`config.mk`:
```
export PLATFORM = sky130hd
export DESIGN_NAME = spi_xfer_sequencer
export DESIGN_NICKNAME = d
export VERILOG_FILES = /design/src/rtl/spi_seq_pkg.sv /design/src/rtl/spi_xfer_sequencer_sync_fifo.sv /design/src/rtl/spi_xfer_sequencer.sv
export SDC_FILE = /design/constraint.sdc
export NUM_CORES = 1
export LEC_CHECK = 0
export ABC_AREA = 1
export BUFFER_PORTS_ARGS = -buffer_cell sky130_fd_sc_hd__buf_2
export CAP_MARGIN = 30
export CORE_ASPECT_RATIO = 1.4
export CORE_UTILIZATION = 35
export CTS_CLUSTER_DIAMETER = 40
export DETAILED_ROUTE_END_ITERATION = 8
export PLACE_DENSITY = 0.52
export SYNTH_ARGS = -nofsm -noshare
export SYNTH_HDL_FRONTEND = slang
export SYNTH_HIERARCHICAL = 1
export SYNTH_SLANG_ARGS = --single-unit
```
`constraint.sdc`:
```
create_clock -name clk -period 2.59 [get_ports clk]
set_input_delay 0.518 -clock clk [delete_from_list [all_inputs] [get_ports clk]]
set_output_delay 0.518 -clock clk [all_outputs]
set_load 0.1 [all_outputs]
```
`src/rtl/spi_seq_pkg.sv`:
```
// Shared types and widths for the SPI transfer sequencer.
package spi_seq_pkg;
  localparam int BYTE_W = 8;
  localparam int LEN_W  = 8;

  typedef enum logic [2:0] {
    IDLE,
    SETUP,
    XFER,
    GAP,
    END
  } state_t;
endpackage

```
`src/rtl/spi_xfer_sequencer_sync_fifo.sv`:
```
// Show-ahead synchronous FIFO; a push into a full FIFO is accepted when a pop happens in the same cycle.
module sync_fifo #(
  parameter int WIDTH = 8,
  parameter int DEPTH = 8
) (
  input  logic             clk,
  input  logic             reset,
  input  logic             push,
  input  logic [WIDTH-1:0] push_data,
  input  logic             pop,
  output logic [WIDTH-1:0] head,
  output logic             full,
  output logic             empty
);
  localparam int AW = $clog2(DEPTH);

  logic [WIDTH-1:0] mem [DEPTH];
  logic [AW-1:0]    wr_ptr;
  logic [AW-1:0]    rd_ptr;
  logic [AW:0]      count;
  logic             do_push;
  logic             do_pop;

  assign do_pop  = pop && !empty;
  assign do_push = push && (!full || do_pop);
  assign full    = (count == (AW+1)'(DEPTH));
  assign empty   = (count == '0);
  // Storage is not reset, so the head is forced to zero while empty.
  assign head    = empty ? '0 : mem[rd_ptr];

  always_ff @(posedge clk or negedge reset) begin
    if (!reset) begin
      wr_ptr <= '0;
      rd_ptr <= '0;
      count  <= '0;
    end else begin
      if (do_push) wr_ptr <= wr_ptr + 1'b1;
      if (do_pop)  rd_ptr <= rd_ptr + 1'b1;
      unique case ({do_push, do_pop})
        2'b10:   count <= count + 1'b1;
        2'b01:   count <= count - 1'b1;
        default: ;
      endcase
    end
  end

  always_ff @(posedge clk) begin
    if (do_push) mem[wr_ptr] <= push_data;
  end
endmodule

```
`src/rtl/spi_xfer_sequencer.sv`:
```
// Byte-stream front end for an SPI master: TX/RX FIFOs plus a burst FSM that holds slave-select low.
module spi_xfer_sequencer
  import spi_seq_pkg::*;
#(
  parameter int FIFO_DEPTH = 8,
  parameter int GAP_CYC    = 2
) (
  input  logic              clk,
  input  logic              reset,
  input  logic              cfg_cpol,
  input  logic              cfg_cpha,
  input  logic              go,
  input  logic [LEN_W-1:0]  go_len,
  output logic              busy,
  input  logic              tx_valid,
  input  logic [BYTE_W-1:0] tx_byte,
  output logic              tx_ready,
  output logic              rx_valid,
  output logic [BYTE_W-1:0] rx_byte,
  input  logic              rx_ready,
  output logic              rx_ovf,
  output logic              spi_start,
  output logic [BYTE_W-1:0] spi_tx_data,
  output logic              spi_cpol,
  output logic              spi_cpha,
  input  logic              spi_ready,
  input  logic              spi_done,
  input  logic [BYTE_W-1:0] spi_rx_data,
  output logic              ss_n
);
  localparam int GAP_W = (GAP_CYC > 1) ? $clog2(GAP_CYC) : 1;
  localparam logic [GAP_W-1:0] GAP_LAST = GAP_W'((GAP_CYC > 0) ? GAP_CYC - 1 : 0);

  state_t            state;
  state_t            state_nxt;
  logic [LEN_W-1:0]  remaining;
  logic [GAP_W-1:0]  gap_cnt;
  logic [BYTE_W-1:0] tx_head;
  logic              tx_full;
  logic              tx_empty;
  logic              rx_full;
  logic              rx_empty;
  logic              tx_push;
  logic              tx_pop;
  logic              rx_push;
  logic              rx_pop;
  logic              start_go;

  assign start_go = (state == IDLE) && go && (go_len != '0);
  assign tx_pop   = (state == SETUP) && !tx_empty && spi_ready && !rx_full;
  // A slot freed by this cycle's pop may be refilled in the same cycle.
  assign tx_ready = !tx_full || tx_pop;
  assign tx_push  = tx_valid && tx_ready;
  assign rx_push  = (state == XFER) && spi_done;
  assign rx_valid = !rx_empty;
  assign rx_pop   = rx_valid && rx_ready;
  assign busy     = (state == SETUP) || (state == XFER) || (state == GAP);
  assign ss_n     = !busy;

  sync_fifo #(.WIDTH(BYTE_W), .DEPTH(FIFO_DEPTH)) u_tx_fifo (
    .clk       (clk),
    .reset     (reset),
    .push      (tx_push),
    .push_data (tx_byte),
    .pop       (tx_pop),
    .head      (tx_head),
    .full      (tx_full),
    .empty     (tx_empty)
  );

  sync_fifo #(.WIDTH(BYTE_W), .DEPTH(FIFO_DEPTH)) u_rx_fifo (
    .clk       (clk),
    .reset     (reset),
    .push      (rx_push),
    .push_data (spi_rx_data),
    .pop       (rx_pop),
    .head      (rx_byte),
    .full      (rx_full),
    .empty     (rx_empty)
  );

  always_comb begin
    state_nxt = state;
    unique case (state)
      IDLE:  if (start_go) state_nxt = SETUP;
      SETUP: if (tx_pop) state_nxt = XFER;
      XFER: begin
        if (spi_done) begin
          if (remaining == LEN_W'(1))  state_nxt = END;
          else if (GAP_CYC == 0)       state_nxt = SETUP;
          else                         state_nxt = GAP;
        end
      end
      GAP:   if (gap_cnt == GAP_LAST) state_nxt = SETUP;
      END:   state_nxt = IDLE;
      default: state_nxt = IDLE;
    endcase
  end

  always_ff @(posedge clk or negedge reset) begin
    if (!reset) begin
      state       <= IDLE;
      remaining   <= '0;
      gap_cnt     <= '0;
      spi_start   <= 1'b0;
      spi_tx_data <= '0;
      spi_cpol    <= 1'b0;
      spi_cpha    <= 1'b0;
      rx_ovf      <= 1'b0;
    end else begin
      state     <= state_nxt;
      spi_start <= tx_pop;
      if (tx_pop) spi_tx_data <= tx_head;
      if (start_go) begin
        remaining <= go_len;
        spi_cpol  <= cfg_cpol;
        spi_cpha  <= cfg_cpha;
        rx_ovf    <= 1'b0;
      end
      if (rx_push && (remaining != '0)) remaining <= remaining - 1'b1;
      // Unreachable while SETUP guards on RX space; kept as a loss indicator.
      if (rx_push && rx_full && !rx_pop) rx_ovf <= 1'b1;
      gap_cnt <= (state == GAP) ? gap_cnt + 1'b1 : '0;
    end
  end
endmodule
```
==> results of run 1 <==
-- power breakdown --
part	total (mW)	internal, mW	switching, mW
Clock	2.51	1.36	1.14
Sequential	3.97	3.52	0.452
Combinational	5.99	1.76	4.23
-- sequential cells by signal, summed over array words and instances (netlist names), 3 cells and up --
| name | cells |
|---|---|
| spi_tx_data | 8 |
| u_rx_fifo/count | 4 |
| u_tx_fifo/wr_ptr | 3 |
| remaining | 8 |
| u_tx_fifo/mem | 64 |
| u_rx_fifo/rd_ptr | 3 |
| state | 3 |
| u_tx_fifo/rd_ptr | 3 |
| u_rx_fifo/mem | 64 |
| u_rx_fifo/wr_ptr | 3 |
| u_tx_fifo/count | 4 |
-- metrics by stage --
step                      power (mW)  std cells
after global placement         9.975       1106
after CTS                      12.59       1138
after global routing           13.32       1139
after floorplan                8.651        749
after detailed placement       9.992       1106
final                          12.46       1140
-- cells in the final DEF, fill, tap and decap left out, types with 4 or more instances in the layout --
cell        count
a21oi_1         4
buf_12          7
buf_2          47
buf_4          28
clkbuf_16      17
clkinvlp_4      4
dfrtp_1        41
edfxtp_1      128
ha_1           10
inv_1          53
inv_2           6
inv_8           4
nand2_1       123
nand2_2         9
nand3_1        39
nand4_1         4
nor2_1        146
nor2_2         14
nor3_1          4
o211ai_1        7
o21ai_0        32
o21ai_1        61
o22ai_1         8
xor2_1          8
-- routing by layer --
layer	vias to the layer above	share of wire, %
met5	-	0
met4	0	1.9
met3	25	2.6
met2	76	54
met1	2540	42
li1	2678	-
-- worst max-delay path by stage --
stage                                              start                             end  slack, ps  cells past startpoint
after floorplan           u_tx_fifo/count[0]$_DFFE_PN0P_   u_tx_fifo/mem[1][0]$_DFFE_PP_        -60                     11
after global placement    u_rx_fifo/count[1]$_DFFE_PN0P_  u_tx_fifo/count[3]$_DFFE_PN0P_        210                     14
after detailed placement  u_rx_fifo/count[1]$_DFFE_PN0P_  u_tx_fifo/count[3]$_DFFE_PN0P_        140                     14
after CTS                 u_rx_fifo/count[2]$_DFFE_PN0P_                        tx_ready         20                      8
after global routing      u_rx_fifo/count[1]$_DFFE_PN0P_                        tx_ready         -5                      8
final                     u_rx_fifo/count[1]$_DFFE_PN0P_                        tx_ready         80                      8
-- cells by family (layout without fill, tap and decap cells) --
| family | count (synthesis) | in the layout |
|---|---|---|
| other cells | 0 | 1 |
| simple gates | 351 | 351 |
| buf+inv | 86 | 179 |
| compound gates | 116 | 116 |
| flops | 172 | 172 |
| fa+ha+maj | 12 | 12 |
| xor+xnor | 11 | 11 |
| mux | 1 | 1 |
-- what timing repair did --
| item | in CTS | in global routing |
|---|---|---|
| resized for setup | 9 | 4 |
| setup endpoints to repair | 4 | 4 |
| gates cloned | 0 | 0 |
| setup buffers | 0 | 1 |
| pin swaps | 1 | 3 |
-- final cells by class --
| type | instances | area (um2) |
|---|---|---|
| antenna | 1 | 2.502 |
| timing repair buffer | 85 | 611.8 |
| clock buffer | 18 | 429.2 |
| multi-input combinational | 491 | 2454 |
| fill | 2154 | 12650 |
| inverter | 62 | 241.5 |
| tap | 297 | 371.6 |
| sequential | 172 | 4949 |
| clock inverter | 14 | 150.1 |
==> metrics.txt, run 1 <==
critical path class=reg2out; first-pass GRT wire length=27330 um; RR Endpoint=u_tx_fifo/count[3]$_DFFE_PN0P_; MaxCap Viol Count=0; setup_tns=0 ps; Most common cell on crit path=nand2_2; final setup vio count=0; path type of the worst min-delay path=in2async; Area Growth Syn to Fin=17.85%; DRT antenna net count=0; antenna violations before repair=1; clk_skew=10.79 ps; multiplexer area fraction after synthesis=0.1441%; Lkg Pwr=3.797 nW; Synthesis Warnings=6; clock root buffer=clkbuf_16; Final period util=96.92%; top cells by count, synth=nor2_1, edfxtp_1, nand2_1; Place WS=137.2 ps; Starting Density=35.74%; most used routing layer=met2; grt ovf=0; Hold WS=193.6 ps; Cell Chain, Critical Path=nor4_4 -> nor2_1 -> nand2_2 -> nor2_8 -> inv_4 -> buf_6 -> nand2_2 -> buf_12; total wire length=16820 um; cts bufs inserted=17; Sink Count=172; Synth Area in Adders=2.114%; Worst-path clk slew=70 ps; Worst Tran Pin Value=875.8 ps; outcome=finished, final reports clean; CTS Buffer Depth=2; fin util=42.12%; Cells after Synth=749; Synth Area in Compound Gates=8.054%; cell types occupying the most area after synthesis=edfxtp_1, dfrtp_1, nor2_1, nand2_1, o21ai_1; fraction of layout cells with a size suffix above 1=19.60%; TritonCTS clock tree=yes; arrival time at the worst endpoint=1990 ps; CP required=2070 ps; nets@finish=874; I/O pin total=57; Iter 0 DRT Violations=285; main combinational cell family by area after synthesis=simple AND/OR/NAND/NOR gates; worst vdd ir=0.7000 mV; synthesized area=7814 um2; largest net degree at the start of global routing=45; Fmax=around 0.40 GHz; register area share after synthesis=63.28%; routing usage on met3=2.537%; met1 GRT Util=17.38%; Port Buf Inserts=56; routing usage on met2=between 20 and 30%; Vias=5319; Synth Area in XOR/XNOR=1.233%; Reg-to-Reg Start=u_rx_fifo/count[3]$_DFFE_PN0P_; placed wire-length estimate=11500 um; unique cell type count in the Yosys netlist=40; Crit path largest cell delay=450 ps; top cell type by total area after synthesis=edfxtp_1; vias in the first global route=5404; RePlAce Congestion=between 0.8 and 0.9; P per Cell Area=roughly 1400 nW/um2; routed length per instance=14.75 um; latest clock arrival within the worst-skew pair=430 ps; FP Rows=64; Core Region=~22000 um2; GRT Total Usage=between 10% and 20%; Synth Area in Simple Gates=between 10% and 20%; slew margin rel.=between 40% and 50%; Buf/Inv on CP=3; Worst Path Max Fanout=9; critical path startpoint category=flip-flop; endpoints failing hold=0; Crit path max-delay family=simple AND/OR/NAND/NOR gates; Post-synth EDFFs=128; PnR worst setup slack=79.83 ps; fin crit period=2510 ps; Hold Buf Count CTS=0; routed vias/inst=4.666; crit path capture type=primary output; slowest CP cell=dfrtp_2; worst r2r path cells=15; Top FF cell, synth=edfxtp_1; placed cell areas=8579 um2; R2R Setup Slk=320 ps; FF+latch count, synth=172; Final Slew Violations=0; syn nets=794; DRC Markers=0; Yosys top cell area share=49.19%; drt pass-1 iters=4; Die Y=178.8 um; Die W=128.3 um; Synth async-reset ratio=roughly a quarter; final instance area=9209 um2; CTS H-tree depth=4; die area=22940 um2; top-count cell post-synth=nor2_1; Synth Area per Inst=10.43 um2
Power figures use the tool's default switching activity.
==> run 2, diff against run 1 <==
--- a/config.mk
+++ b/config.mk
@@ -9,10 +9,10 @@
 export BUFFER_PORTS_ARGS = -buffer_cell sky130_fd_sc_hd__buf_2
 export CAP_MARGIN = 30
 export CORE_ASPECT_RATIO = 1.4
-export CORE_UTILIZATION = 35
+export CORE_UTILIZATION = 54
 export CTS_CLUSTER_DIAMETER = 40
 export DETAILED_ROUTE_END_ITERATION = 8
-export PLACE_DENSITY = 0.52
+export PLACE_DENSITY = 0.75
 export SYNTH_ARGS = -nofsm -noshare
 export SYNTH_HDL_FRONTEND = slang
 export SYNTH_HIERARCHICAL = 1
==> metrics.txt, run 2 (same netlist as run 1, synthesis figures left out) <==
P per Cell Area=1403 nW/um2; final setup vio count=0; CTS Buffer Depth=2; Die W=103.7 um; Fmax=0.4073 GHz; Port Buf Inserts=56; CTS H-tree depth=4; placed wire-length estimate=between 10000 and 15000 um; Area Growth Syn to Fin=16.04%; outcome=finished, final reports clean; fin crit period=2455 ps; critical path class=reg2out; fin util=64.59%; CP required=2070 ps; arrival time at the worst endpoint=1940 ps; Starting Density=approximately 56%; Die Y=~140 um; antenna violations before repair=0; Hold Buf Count CTS=0; slew margin rel.=48.93%; unrepaired setup endpoints after global routing=yes; DRT antenna net count=0; largest net degree at the start of global routing=45; most frequent cells in the layout=nor2_1, edfxtp_1, nand2_1; Vias=5606; clk_skew=8.646 ps; # diodes=0; vias in the first global route=5646; routed length per instance=between 15 and 20 um; nets@finish=870; FILL cells=1065; total power=12.72 mW; Final Slew Violations=0; Worst-path clk slew=70 ps; fraction of layout cells with a size suffix above 1=19.09%; Worst Path Max Fanout=21; worst vdd ir=slightly below 1 mV; critical path startpoint category=flip-flop; endpoints failing hold=0; latest clock arrival within the worst-skew pair=approximately 430 ps; MaxCap Viol Count=0; commonest non-fill, non-tap cell in the layout=nor2_1; path type of the worst min-delay path=in2async; R2R Setup Slk=170 ps; DRC Markers=0; setup_tns=0 ps; grt ovf=0; Iter 0 DRT Violations=around 300; Worst Tran Pin Value=~760 ps; GRT Total Usage=~24%; most used routing layer=met2; first-pass GRT wire length=between 20000 and 30000 um; I/O pin total=57; largest registers=u_rx_fifo/mem: 64 flops, u_tx_fifo/mem: 64 flops; die area=14960 um2; TritonCTS clock tree=yes; clock root buffer=clkbuf_16; Final period util=94.78%; routing usage on met3=4.056%; routed vias/inst=5.480; Core Region=14040 um2; total wire length=16870 um; cts bufs inserted=17; crit path capture type=primary output; RePlAce Congestion=a little under 0.9; routing usage on met2=45.57%; drt pass-1 iters=5; Lkg Pwr=3.791 nW; FP Rows=51; Sink Count=172; met1 GRT Util=25.79%
run 2: cell count changes in the layout (fill, tap and decap cells not counted), sizes merged:
cell	previous run	this run
buf	83	81
inv	68	69
diode	1	0
clkinv	3	4
bufinv	1	0
clkbuf	20	17
run 2: cell type report:
| cell class | count | area (um2) | share of cell area (%) |
|---|---|---|---|
| tap | 185 | 231.5 | 2.553 |
| clock buffer | 17 | 425.4 | 4.692 |
| sequential | 172 | 4946 | 54.55 |
| inverter | 62 | 245.2 | 2.705 |
| clock inverter | 15 | 148.9 | 1.642 |
| multi-input combinational | 491 | 2455 | 27.07 |
| timing repair buffer | 81 | 615.6 | 6.789 |
run 2: routing by layer:
| metal | vias to the layer above | wire length [um] | share of wire [%] |
|---|---|---|---|
| met5 | - | 0 | 0 |
| met2 | 162 | 9210 | 55 |
| met3 | 45 | 638 | 3.8 |
| li1 | 2669 | - | - |
| met4 | 0 | 555 | 3.3 |
| met1 | 2730 | 6462 | 38 |
run 2: worst paths after layout:
path | startpoint | to | cells after the start
hold reg to reg | spi_cpol$_DFFE_PN0P_ | spi_cpol$_DFFE_PN0P_ | 2
max in group asynchronous | reset | u_rx_fifo/rd_ptr[1]$_DFFE_PN0N_ | 2
setup / recovery | u_rx_fifo/rd_ptr[0]$_DFFE_PN0N_ | rx_byte[5] | 6
min in group clk | cfg_cpol | spi_cpol$_DFFE_PN0P_ | 3
setup reg to reg | u_rx_fifo/count[2]$_DFFE_PN0P_ | u_rx_fifo/mem[3][5]$_DFFE_PP_ | 12
hold / removal | reset | spi_tx_data[6]$_DFFE_PN0P_ | 2
run 2: worst max-delay path, cell delays in order, from the launching register on:
cell	delay [ps]
dfrtp_1	430
buf_4	280
o21ai_0	140
o22ai_1	210
nor2_1	80
nor2_2	180
buf_12	190
run 2: stage by stage:
step           area [um2]  instances  hold slack [ps]  setup slack [ps]
2_1_floorplan        7840        749            222.4            -56.85
4_1_cts              9032       1020            69.87             2.700
6_report             9067       1023            51.44             135.1
5_1_grt              9067       1023            65.70            -7.796
3_3_place_gp         8442        988            457.1             99.27
3_5_place_dp         8442        988            472.7             26.59
run 2: what timing repair did:
| item | 4_1_cts | 5_1_grt |
|---|---|---|
| gates resized for setup | 3 | 5 |
| endpoints found under the setup margin | 2 | 61 |
| buffers inserted | 0 | 3 |
| gates cloned | 0 | 0 |
| pin swaps | 0 | 1 |
run 2: where the power goes:
group | leakage, nW | switching (mW) | total [mW] | internal (mW)
clock network | 0.278 | 1.17 | 2.45 | 1.29
registers | 1.69 | 0.466 | 3.98 | 3.51
logic | 1.82 | 4.40 | 6.29 | 1.89
total | 3.79 | 6.03 | 12.7 | 6.69
==> run 3, diff against run 2 <==
--- a/config.mk
+++ b/config.mk
@@ -9,10 +9,10 @@
 export BUFFER_PORTS_ARGS = -buffer_cell sky130_fd_sc_hd__buf_2
 export CAP_MARGIN = 30
 export CORE_ASPECT_RATIO = 1.4
-export CORE_UTILIZATION = 54
+export CORE_UTILIZATION = 55
 export CTS_CLUSTER_DIAMETER = 40
 export DETAILED_ROUTE_END_ITERATION = 8
-export PLACE_DENSITY = 0.75
+export PLACE_DENSITY = 0.73
 export SYNTH_ARGS = -nofsm -noshare
 export SYNTH_HDL_FRONTEND = slang
 export SYNTH_HIERARCHICAL = 1
==> constraint.sdc (replaced) <==
create_clock -name clk -period 2.31 [get_ports clk]
set_input_delay 0.462 -clock clk [delete_from_list [all_inputs] [get_ports clk]]
set_output_delay 0.462 -clock clk [all_outputs]
set_load 0.1 [all_outputs]
==> metrics.txt, run 3 (same netlist as run 1, synthesis figures left out) <==
outcome=complete, but fails checks; failing checks=negative setup slack; FP Rows=51; Fmax=between 0.4 and 0.5 GHz; I/O pin total=57; routed vias/inst=5.509; critical path startpoint category=flip-flop; Final Slew Violations=0; routed length per instance=roughly 18 um; P per Cell Area=1590 nW/um2; largest registers=u_rx_fifo/mem: 64 flops, u_tx_fifo/mem: 64 flops; MaxCap Viol Count=0; latest clock arrival within the worst-skew pair=430 ps; CP required=between 1500 and 2000 ps; R2R Setup Slk=50 ps; PnR worst setup slack=-103.0 ps; Comb pwr share=52.7%; Worst Path Max Fanout=6; DRC Markers=0; arrival time at the worst endpoint=just under 2000 ps; Area Growth Syn to Fin=22.37%; Worst Tran Pin Value=~740 ps; commonest non-fill, non-tap cell in the layout=edfxtp_1; crit path capture type=primary output; nets@finish=899; final setup vio count=6; Core Region=13910 um2; placed wire-length estimate=around 12000 um; Cell Chain, Critical Path=buf_6 -> clkbuf_16 -> nor2_4 -> nor2_1 -> o21ai_1 -> o211ai_1 -> nand2_1 -> nor2_4 -> buf_12; fin crit period=2413 ps; Final period util=104.5%; unrepaired setup endpoints after global routing=yes; critical path class=reg2out; clock root buffer=clkbuf_16; Worst-path clk slew=70 ps; die area=about 15000 um2; RePlAce Congestion=0.9032; switching power=7.199 mW; Vias=5795; Sink Count=172; slew margin rel.=50.63%; Clk network pwr share=18.5%; FILL cells=1021; worst vdd ir=about 1.4 mV; grt ovf=0; Die Y=143.0 um; Setup crit start=u_rx_fifo/rd_ptr[0]$_DFFE_PN0N_; Reg-to-Reg Start=u_tx_fifo/count[1]$_DFFE_PN0P_; sequential share of power=~29%; RR Endpoint=u_tx_fifo/mem[3][6]$_DFFE_PP_; CTS Buffer Depth=2; TritonCTS clock tree=yes; fin util=68.74%; clk_skew=14.80 ps; first-pass GRT wire length=27690 um; CTS H-tree depth=4; total power=15.20 mW; Crit path largest cell delay=450 ps; slowest CP cell=dfrtp_2; antenna violations before repair=0; CP Capture Point=rx_byte[7]; path type of the worst min-delay path=in2async; # diodes=0; Iter 0 DRT Violations=401; Starting Density=56.17%; cts bufs inserted=17; worst r2r path cells=12; Lkg Pwr=3.983 nW; Die W=102.7 um; GRT Total Usage=around a quarter; drt pass-1 iters=5; fraction of layout cells with a size suffix above 1=26.30%; switching part of the total=47.36%; DRT antenna net count=0; Internal=8.000 mW; total wire length=18620 um; endpoints failing hold=0; vias in the first global route=5696; largest net degree at the start of global routing=35; most frequent cells in the layout=edfxtp_1, nor2_1, nand2_1; Hold Buf Count CTS=0; Port Buf Inserts=56; Most common cell on crit path=nor2_4
## run 3: how the worst min path moves through the flow
stage | slack (ps) | from | cells after the start | to
2_1_floorplan | 170 | reset | 0 | gap_cnt$_DFF_PN0_
3_3_place_gp | 450 | spi_tx_data[2]$_DFFE_PN0P_ | 2 | spi_tx_data[2]$_DFFE_PN0P_
3_5_place_dp | 460 | spi_tx_data[3]$_DFFE_PN0P_ | 2 | spi_tx_data[3]$_DFFE_PN0P_
4_1_cts | 40 | reset | 1 | remaining[4]$_DFFE_PN0P_
5_1_grt | 70 | reset | 1 | remaining[4]$_DFFE_PN0P_
6_report | 40 | reset | 1 | remaining[4]$_DFFE_PN0P_
## run 3: worst max-delay path: cells and delay by family, from the launching register on
kind | cells | cell delay [ps]
AND/OR/NAND/NOR | 4 | 410
flip-flops | 1 | 450
buffers and inverters | 3 | 490
AO/OA/AOI/OAI | 2 | 170
## run 3: power by group through the flow
| stage | combinational, mW | clock [mW] | sequential (mW) |
|---|---|---|---|
| floorplan | 4.82 | 0 | 4.99 |
| global placement | 7.07 | 0 | 4.37 |
| detailed placement | 7.28 | 0 | 4.40 |
| CTS | 7.58 | 2.85 | 4.37 |
| global route | 8.58 | 2.95 | 4.44 |
| finish | 8.02 | 2.81 | 4.38 |
## run 3: final cells by class
type | count | area (um2) | share of cell area [%]
sequential | 172 | 4946 | 51.73
tap | 185 | 231.5 | 2.421
inverter | 62 | 246.5 | 2.578
clock buffer | 18 | 429.2 | 4.488
timing repair buffer | 110 | 903.4 | 9.448
multi-input combinational | 491 | 2640 | 27.61
clock inverter | 14 | 165.2 | 1.727
## run 3: stage by stage
stage	setup slack [ps]	hold slack, ps	setup TNS (ps)	area [um2]	instances
final	-103.0	41.16	-407.4	9562	1052
after global routing	-160.1	70.44	-1222	9562	1052
after CTS	-38.98	40.96	-144.6	9345	1039
after detailed placement	29.36	459.9	0	8616	1001
after global placement	118.5	453.6	0	8616	1001
after floorplan	-198.4	166.4	-6654	7938	749
## run 3: what timing repair did
item / in CTS / in global routing
gates resized for setup: 24 / 25
endpoints found under the setup margin: 9 / 75
pin swaps: 7 / 21
setup buffers: 6 / 12
cloned: 0 / 2
## run 3: routing by layer
layer	vias to the layer above	global-route usage (%)	wire, um
li1	2736	-	-
met1	2773	28.00	6517
met3	50	3.965	1042
met2	236	47.19	10390
met4	0	13.64	670
met5	-	0	0
